`config.mk`:
```
export PLATFORM = sky130hd
export DESIGN_NAME = preem_filter
export DESIGN_NICKNAME = d
export VERILOG_FILES = /design/src/rtl/preem_filter.sv
export SDC_FILE = /design/constraint.sdc
export NUM_CORES = 1
export LEC_CHECK = 0
export ABC_AREA = 1
export CAP_MARGIN = 25
export CORE_AREA = 3 3 101 142
export DETAILED_ROUTE_END_ITERATION = 10
export DIE_AREA = 0 0 104 145
export PLACE_DENSITY = 0.74
export RECOVER_POWER = 100
export SYNTH_ARGS = -nofsm -noshare
export SYNTH_HDL_FRONTEND = slang
export SYNTH_SLANG_ARGS = --single-unit
```
`constraint.sdc`:
```
create_clock -name clk -period 2.6 [get_ports clk]
set_input_delay 0.26 -clock clk [delete_from_list [all_inputs] [get_ports clk]]
set_output_delay 0.26 -clock clk [all_outputs]
set_load 0.02 [all_outputs]
```
`src/rtl/preem_filter.sv`:
```
// Pre-emphasis filter y[n] = x[n] - (coef * x[n-1]) / 2^COEF_W, built around a bit-serial shift-add multiplier.
// Optional macro PREEM_SAT_EN clamps the result to DATA_W range and adds the sat_flag output.
module preem_filter #(
    parameter int DATA_W = 16,
    parameter int COEF_W = 8
) (
    input  logic                     clk,
    input  logic                     rst,
    input  logic [DATA_W-1:0]        in_data,
    input  logic                     in_valid,
    output logic                     in_ready,
    input  logic [COEF_W-1:0]        coef,
    input  logic                     bypass,
    output logic [DATA_W:0]          out_data,
`ifdef PREEM_SAT_EN
    output logic                     sat_flag,
`endif
    output logic                     out_en
);

    localparam int ACC_W = DATA_W + COEF_W;
    localparam int CNT_W = $clog2(COEF_W + 1);
    localparam logic [CNT_W-1:0] CNT_LAST = CNT_W'(COEF_W - 1);

    typedef enum logic [1:0] {
        IDLE = 2'd0,
        MUL  = 2'd1,
        SUB  = 2'd2
    } state_t;

    state_t              state_q, state_d;
    logic [DATA_W-1:0]   x_prev_q, x_prev_d;
    logic [DATA_W-1:0]   x_cur_q, x_cur_d;
    logic [ACC_W-1:0]    acc_q, acc_d;
    logic [CNT_W-1:0]    cnt_q, cnt_d;
    logic [COEF_W-1:0]   coef_q, coef_d;
    logic                bypass_q, bypass_d;
    logic [DATA_W:0]     out_data_q, out_data_d;
    logic                out_en_q, out_en_d;
    logic [ACC_W-1:0]    addend;
    logic [DATA_W:0]     x_ext;
    logic [DATA_W:0]     acc_hi;
    logic [DATA_W:0]     result;
`ifdef PREEM_SAT_EN
    localparam logic [DATA_W:0] SAT_MAX = {2'b00, {(DATA_W-1){1'b1}}};
    localparam logic [DATA_W:0] SAT_MIN = {2'b11, {(DATA_W-1){1'b0}}};
    logic                sat_q, sat_d;
`endif

    // coef_q shifts right each MUL cycle, so bit 0 is always coef bit cnt.
    // Taking the top DATA_W bits of acc with its sign bit is the floor division by 2^COEF_W.
    always_comb begin
        state_d    = state_q;
        x_prev_d   = x_prev_q;
        x_cur_d    = x_cur_q;
        acc_d      = acc_q;
        cnt_d      = cnt_q;
        coef_d     = coef_q;
        bypass_d   = bypass_q;
        out_data_d = out_data_q;
        out_en_d   = 1'b0;
`ifdef PREEM_SAT_EN
        sat_d      = 1'b0;
`endif
        addend = {{COEF_W{x_prev_q[DATA_W-1]}}, x_prev_q} << cnt_q;
        x_ext  = {x_cur_q[DATA_W-1], x_cur_q};
        acc_hi = {acc_q[ACC_W-1], acc_q[ACC_W-1:COEF_W]};
        result = bypass_q ? x_ext : (x_ext - acc_hi);

        case (state_q)
            IDLE: begin
                if (in_valid) begin
                    x_cur_d  = in_data;
                    coef_d   = coef;
                    bypass_d = bypass;
                    acc_d    = '0;
                    cnt_d    = '0;
                    state_d  = MUL;
                end
            end
            MUL: begin
                if (coef_q[0]) begin
                    acc_d = acc_q + addend;
                end
                coef_d = coef_q >> 1;
                cnt_d  = cnt_q + CNT_W'(1);
                if (cnt_q == CNT_LAST) begin
                    state_d = SUB;
                end
            end
            SUB: begin
                out_data_d = result;
`ifdef PREEM_SAT_EN
                if ($signed(result) > $signed(SAT_MAX)) begin
                    out_data_d = SAT_MAX;
                    sat_d      = 1'b1;
                end else if ($signed(result) < $signed(SAT_MIN)) begin
                    out_data_d = SAT_MIN;
                    sat_d      = 1'b1;
                end
`endif
                out_en_d = 1'b1;
                x_prev_d = x_cur_q;
                state_d  = IDLE;
            end
            default: state_d = IDLE;
        endcase
    end

    always_ff @(posedge clk or posedge rst) begin
        if (rst) begin
            state_q    <= IDLE;
            x_prev_q   <= '0;
            x_cur_q    <= '0;
            acc_q      <= '0;
            cnt_q      <= '0;
            coef_q     <= '0;
            bypass_q   <= 1'b0;
            out_data_q <= '0;
            out_en_q   <= 1'b0;
`ifdef PREEM_SAT_EN
            sat_q      <= 1'b0;
`endif
        end else begin
            state_q    <= state_d;
            x_prev_q   <= x_prev_d;
            x_cur_q    <= x_cur_d;
            acc_q      <= acc_d;
            cnt_q      <= cnt_d;
            coef_q     <= coef_d;
            bypass_q   <= bypass_d;
            out_data_q <= out_data_d;
            out_en_q   <= out_en_d;
`ifdef PREEM_SAT_EN
            sat_q      <= sat_d;
`endif
        end
    end

    assign in_ready = (state_q == IDLE);
    assign out_data = out_data_q;
    assign out_en   = out_en_q;
`ifdef PREEM_SAT_EN
    assign sat_flag = sat_q;
`endif

endmodule

```
==> flow_metrics.tcl, run 1 <==
set metrics [dict create \
    hold_violations 0 \
    drt_iter0_drc 339 \
    place.gp.congestion 0.962 \
    synthAdderAreaFrac_pct 8.23 \
    grt_remaining_overflow 0 \
    critPathArrivalTime_ns 2.92 \
    postRouteAntennaNets 0 \
    yosys.area_share.simple_pct 31.7 \
    ys.flop_type "dfrtp_1" \
    clock-sinks 89 \
    layout.cells.non_filler 1277 \
    max_stage_delay_ns 0.45 \
    fp.coreArea_um2 13300 \
    clkLatencyLatePin_ns 0.34 \
    grt_usage_pct 25.8 \
    tns_ns -0.806 \
    regToRegSetupSlack_ns -0.09 \
    vias 6890 \
    path_buf_inv 4 \
    hp-class "in -> reg" \
    grt_first_pass_wirelength_mm 31.8 \
    worst_slack_ns -0.0871 \
    grt_pass1_vias 6774 \
    fin_crit_sh_pct 103 \
    synth.top_cells.by_count "nand2_1 (353), inv_1 (100), dfrtp_1 (89)" \
    rsz0062_at_grt "yes" \
    drv_cap 1 \
    violations "max-capacitance violations, max-slew violations, negative setup slack" \
    htree_levels 3 \
    hpwl_mm 14.4 \
    die_area_um2 15100 \
    num_antenna_cells 0 \
    clkSlewWorstSetupHoldPaths_ns 0.07 \
    syn_inst 983 \
    yosysUniqueCellTypes 42 \
    ys_warn_count 0 \
    layout_min_cycle_time_ns 2.69 \
    fmax_ghz 0.372 \
    numCtsBuffers 9 \
    report.final.slew_viol_count 90 \
    grt_max_degree 90 \
    muxShareOfSynthArea_pct 0.305 \
    remaining_drc_errors 0 \
    totalWireLength_mm 19.6 \
    setup_viol 14 \
    crit_required_ns 2.83 \
    status "complete, but fails checks" \
    num_rows 50 \
    antenna_found_initial 0 \
    path_cells "clkinvlp_4 > nand2_1 > nand2_1 > o21ai_2 > buf_4 > nand2_1 > nand2_1 > o21ai_0 > ha_1 > nand2_2 > inv_2 > nand2_2 > buf_4 > nor2_2 > nand2_1 > nand2_1 > nand2_1 > nand3_1 > nand2_1" \
    tightest_slew_ns 2.01 \
    holdBufCountCts 0 \
    cp_slowest_cell "dfrtp_2" \
    hold_end "x_cur_q[2]$_DFFE_PP0P_" \
    vias_per_cell 5.40 \
    ctsLongestPathBuffers 2 \
    placed_cells 1247 \
    drt-wirelength-per-cell_um 15.4 \
    syn_avg_cell_area_um2 6.68 \
    cp-start-kind "flop" \
    dr.pass1.iters 5 \
    finClkSkew_ns 0.0107 \
    fp.dieW_um 104 \
    synth-compound-area-share_pct 16.6 \
    die_h_um 145 \
    synth_area_um2 6570 \
    yosys.area.top_type "dfrtp_1" \
    ys_ff_latch 89 \
    cts_root_buffer "clkbuf_16" \
    syn2layout_area_growth_pct 30.2 \
    hold_depth 3 \
    timing.rr.start "cnt_q[0]$_DFFE_PP0P_" \
    initial_core_util_pct 49.5 \
    synth_async_sr_flop_share_pct 100 \
    synth-edff-count 0 \
    port_buffers 46 \
    synth_xor_area_share_pct 0.667 \
    reg2regPathDepth 19 \
    path_class "reg -> reg" \
    timing.rr.end "acc_q[17]$_DFFE_PP0P_" \
    slew_headroom_pct -34.1 \
    nFillCells 1167 \
    syn_nets 1053 \
    io_pins 47 \
    critPathCaptureType "flop" \
    yosysSeqAreaShare_pct 33.9 \
    yosysMostFrequentCell "nand2_1" \
    synth_top_family_by_area "simple AND/OR/NAND/NOR gates" \
    critPathTopFamily "simple AND/OR/NAND/NOR gates" \
    synthTopCellsByArea "dfrtp_1 (34%), nand2_1 (20%), ha_1 (7.6%), o21ai_0 (6.2%), inv_1 (5.7%)" \
    drive_gt1_share_pct 19.7 \
    crit_fanout 5 \
    worstHoldStart "in_data[2]" \
    nets 1160 \
    cts_tree "done" \
    synth_top_area_share_pct 33.9 \
    path_common_cell "nand2_1" \
]
[cell families after synthesis]
group                      after synthesis
and+or+nand+nor                        512
DFF                                     89
xor gates and xnor gates                 5
buffers and inverters                  138
AOI/OAI and AO/OA                      195
adders and majority gates               42
muxes                                    2
[flip-flops by register name (all words and copies together), names as in the netlist]
signal    cells
state_q       2
x_cur_q      16
out_en        1
bypass_q      1
coef_q        8
x_prev_q     16
acc_q        24
cnt_q         4
out_data     17
[cells in the final DEF (no fill, tap or decap), types with 5 or more instances in the layout]
cell type and n:
buf_4 69, nor2_2 15, o21ai_0 59, a21oi_2 11, a22oi_1 7, nor2_4 7
nand2_2 25, inv_2 9, nor2_1 57, nand3_2 5, o21ai_1 23, o22ai_1 8
clkbuf_16 9, dfrtp_1 88, o21ai_2 15, inv_1 95, ha_1 29, a21oi_1 44
nand3_1 47, nand2_1 327, ha_4 9, dlygate4sd3_1 19, nand4_1 10, clkdlybuf4s50_1 27
[worst register-to-register path, delay by kind of cell, from the launching register on]
kind / cells / cell delay, ns
compound gates: 2 / 0.25
fa+ha+maj: 1 / 0.40
buf+inv: 4 / 0.53
flops: 1 / 0.45
simple gates: 12 / 0.96
[what timing repair did]
action / 4_1_cts / 5_1_grt
setup buffers: 8 / 5
endpoints found under the setup margin: 19 / 20
resized for setup: 105 / 50
pin swaps: 26 / 16
gates cloned: 1 / 0
[per-stage QoR]
step	cell area (µm²)	hold WS, ns	util, %	worst slack (ns)
after floorplan	6570	0.370	-	0.0331
after global placement	7640	0.464	57.6	-0.266
after detailed placement	7640	0.464	57.6	-0.341
after CTS	8370	0.368	63.1	-0.0775
after global routing	8550	0.480	64.5	-0.287
final	8550	0.445	64.5	-0.0871
[layout make-up]
cell class	instances	area, µm²	area share [%]
Inverter	108	409	4.78
Timing Repair inverter	1	7.51	0.0878
Sequential cell	89	2230	26.1
Tap cell	182	228	2.66
Timing Repair Buffer	125	1100	12.8
Multi-Input combinational cell	756	4240	49.6
Clock buffer	10	239	2.79
Clock inverter	6	97.6	1.14
[how the worst max path moves through the flow]
stage	start	endpoint	slack, ns	depth (start not counted)
2_1_floorplan	rst	acc_q[0]$_DFFE_PP0P_	0.03	1
3_3_place_gp	cnt_q[0]$_DFFE_PP0P_	acc_q[18]$_DFFE_PP0P_	-0.27	16
3_5_place_dp	cnt_q[0]$_DFFE_PP0P_	acc_q[18]$_DFFE_PP0P_	-0.34	16
4_1_cts	cnt_q[0]$_DFFE_PP0P_	acc_q[13]$_DFFE_PP0P_	-0.08	14
5_1_grt	cnt_q[0]$_DFFE_PP0P_	acc_q[23]$_DFFE_PP0P_	-0.29	18
6_report	cnt_q[0]$_DFFE_PP0P_	acc_q[17]$_DFFE_PP0P_	-0.09	19
[per-layer routing]
layer | vias to the layer above | global-route usage, % | wire length, µm | part of all wire [%]
met5 | - | 0 | 0 | 0
met2 | 188 | 46.8 | 10300 | 53
met3 | 68 | 4.09 | 760 | 3.9
met1 | 3211 | 28.9 | 7600 | 39
met4 | 0 | 13.1 | 935 | 4.8
li1 | 3423 | - | - | -
Power of run 1 is not shown: default switching activity piles up to over one toggle a cycle in this logic, so the estimate is an artifact.
==> inputs of run 2 (changes only) <==
--- a/config.mk
+++ b/config.mk
@@ -7,10 +7,10 @@
 export LEC_CHECK = 0
 export ABC_AREA = 1
 export CAP_MARGIN = 25
-export CORE_AREA = 3 3 101 142
+export CORE_AREA = 2 2 97 136
 export DETAILED_ROUTE_END_ITERATION = 10
-export DIE_AREA = 0 0 104 145
-export PLACE_DENSITY = 0.74
+export DIE_AREA = 0 0 99 138
+export PLACE_DENSITY = 0.79
 export RECOVER_POWER = 100
 export SYNTH_ARGS = -nofsm -noshare
 export SYNTH_HDL_FRONTEND = slang
==> flow_metrics.tcl, run 2 (synthesis results as in run 1) <==
set metrics [dict create \
    crit_fanout 8 \
    die_area_um2 13700 \
    regMostFlops "acc_q" \
    hpwl_mm 14.3 \
    slew_headroom_pct 22.2 \
    die_h_um 138 \
    hold_depth 3 \
    remaining_drc_errors 0 \
    drt_iter0_drc 437 \
    grt_max_degree 48 \
    grt_first_pass_wirelength_mm 31.7 \
    initial_core_util_pct 52.2 \
    vias 7000 \
    drt-wirelength-per-cell_um 15.9 \
    clkLatencyLatePin_ns 0.35 \
    fp.dieW_um 99 \
    nets 1158 \
    pre_cts_ws_ns -0.308 \
    grt_pass1_vias 6810 \
    port_buffers 46 \
    reg2regPathDepth 19 \
    cts_root_buffer "clkbuf_16" \
    report.final.slew_viol_count 0 \
    critPathCaptureType "flop" \
    clkSlewWorstSetupHoldPaths_ns 0.07 \
    critPathArrivalTime_ns 3.01 \
    syn2layout_area_growth_pct 29.8 \
    place.gp.congestion 0.997 \
    htree_levels 3 \
    rsz0062_at_grt "yes" \
    grt_usage_pct 28.6 \
    regToRegSetupSlack_ns -0.17 \
    dr.pass1.iters 8 \
    path_cells "buf_6 > o21ai_1 > inv_1 > nor2_2 > nand2_1 > o21ai_0 > ha_2 > nand2_2 > inv_2 > nand2_1 > nand2_1 > nand2_1 > nand2_1 > nand2_1 > nand3_1 > inv_1 > nand3_1 > nand3_1 > nand2_1" \
    holdBufCountCts 0 \
    layout_common_cells "nand2_1 (315), inv_1 (93), dfrtp_1 (88)" \
    numCtsBuffers 9 \
    hp-class "in -> reg" \
    cp_slowest_cell "dfrtp_2" \
    num_antenna_cells 0 \
    hold_end "x_cur_q[12]$_DFFE_PP0P_" \
    worstHoldStart "in_data[12]" \
    layout_min_cycle_time_ns 2.77 \
    timing.rr.end "acc_q[23]$_DFFE_PP0P_" \
    layout_commonest_cell "nand2_1" \
    cp-start-kind "flop" \
    vias_per_cell 5.62 \
    fin_crit_sh_pct 107 \
    num_rows 49 \
    max_stage_delay_ns 0.47 \
    drive_gt1_share_pct 21.2 \
    crit_required_ns 2.84 \
    drv_cap 0 \
    violations "negative setup slack" \
    cts_tree "done" \
    largest_reg_flops 24 \
    path_class "reg -> reg" \
    path_common_cell "nand2_1" \
    holdWs_ns 0.443 \
    grt_remaining_overflow 0 \
    finClkSkew_ns 0.0141 \
    totalWireLength_mm 19.8 \
    utilization_pct 67.8 \
    status "complete, but fails checks" \
    tightest_slew_ns 1.17 \
    fmax_ghz 0.361 \
    worst_slack_ns -0.169 \
    setup_viol 13 \
    fp.coreArea_um2 12600 \
    timing.rr.start "cnt_q[0]$_DFFE_PP0P_" \
    io_pins 47 \
    ctsLongestPathBuffers 2 \
    clock-sinks 89 \
    postRouteAntennaNets 0 \
    antenna_found_initial 0 \
    hold_violations 0 \
]
## run 2: final cells by class
cell class	count	area, µm²
multi-input cells	756	4300
clock buffers	10	229
fillers	995	4040
inverters	108	417
clock inverters	6	90.1
well taps	153	191
flip-flops and latches	89	2230
repair inverters	1	5.00
repair buffers	123	1060
## run 2: routing by layer
metal	routed length [µm]	GRT usage, %
met1	7700	32.9
met2	10500	51.6
met3	772	3.89
met4	824	13.3
met5	0	0
## run 2: worst max-delay path by stage
stage,cells past startpoint,start,end
3_3_place_gp,17,cnt_q[0]$_DFFE_PP0P_,acc_q[12]$_DFFE_PP0P_
4_1_cts,20,cnt_q[0]$_DFFE_PP0P_,acc_q[16]$_DFFE_PP0P_
6_report,19,cnt_q[0]$_DFFE_PP0P_,acc_q[23]$_DFFE_PP0P_
3_5_place_dp,17,cnt_q[0]$_DFFE_PP0P_,acc_q[12]$_DFFE_PP0P_
5_1_grt,18,cnt_q[0]$_DFFE_PP0P_,acc_q[16]$_DFFE_PP0P_
2_1_floorplan,1,rst,acc_q[0]$_DFFE_PP0P_
## run 2: what timing repair did
item | in CTS | in global routing
setup buffers | 6 | 12
endpoints found under the setup margin | 19 | 20
gates resized for setup | 51 | 129
hold endpoints to repair | 0 | 0
cloned | 0 | 1
pin swaps | 10 | 34
## run 2: through the flow
stage,instances,setup TNS (ns),instance area (µm²)
2_1_floorplan,983,0,6570
3_3_place_gp,1211,-2.66,7540
3_5_place_dp,1211,-3.04,7540
4_1_cts,1233,-0.412,8050
5_1_grt,1246,-4.22,8520
6_report,1246,-0.895,8520
## run 2: worst max-delay path: cells and delay by family, from the launching register on
family	cells	cell delay, ns
AO/OA/AOI/OAI	2	0.40
adder cells (fa/ha/maj)	1	0.40
buffers and inverters	4	0.36
flip-flops	1	0.47
AND/OR/NAND/NOR	12	1.03
Power of run 2 is left out for the same reason.
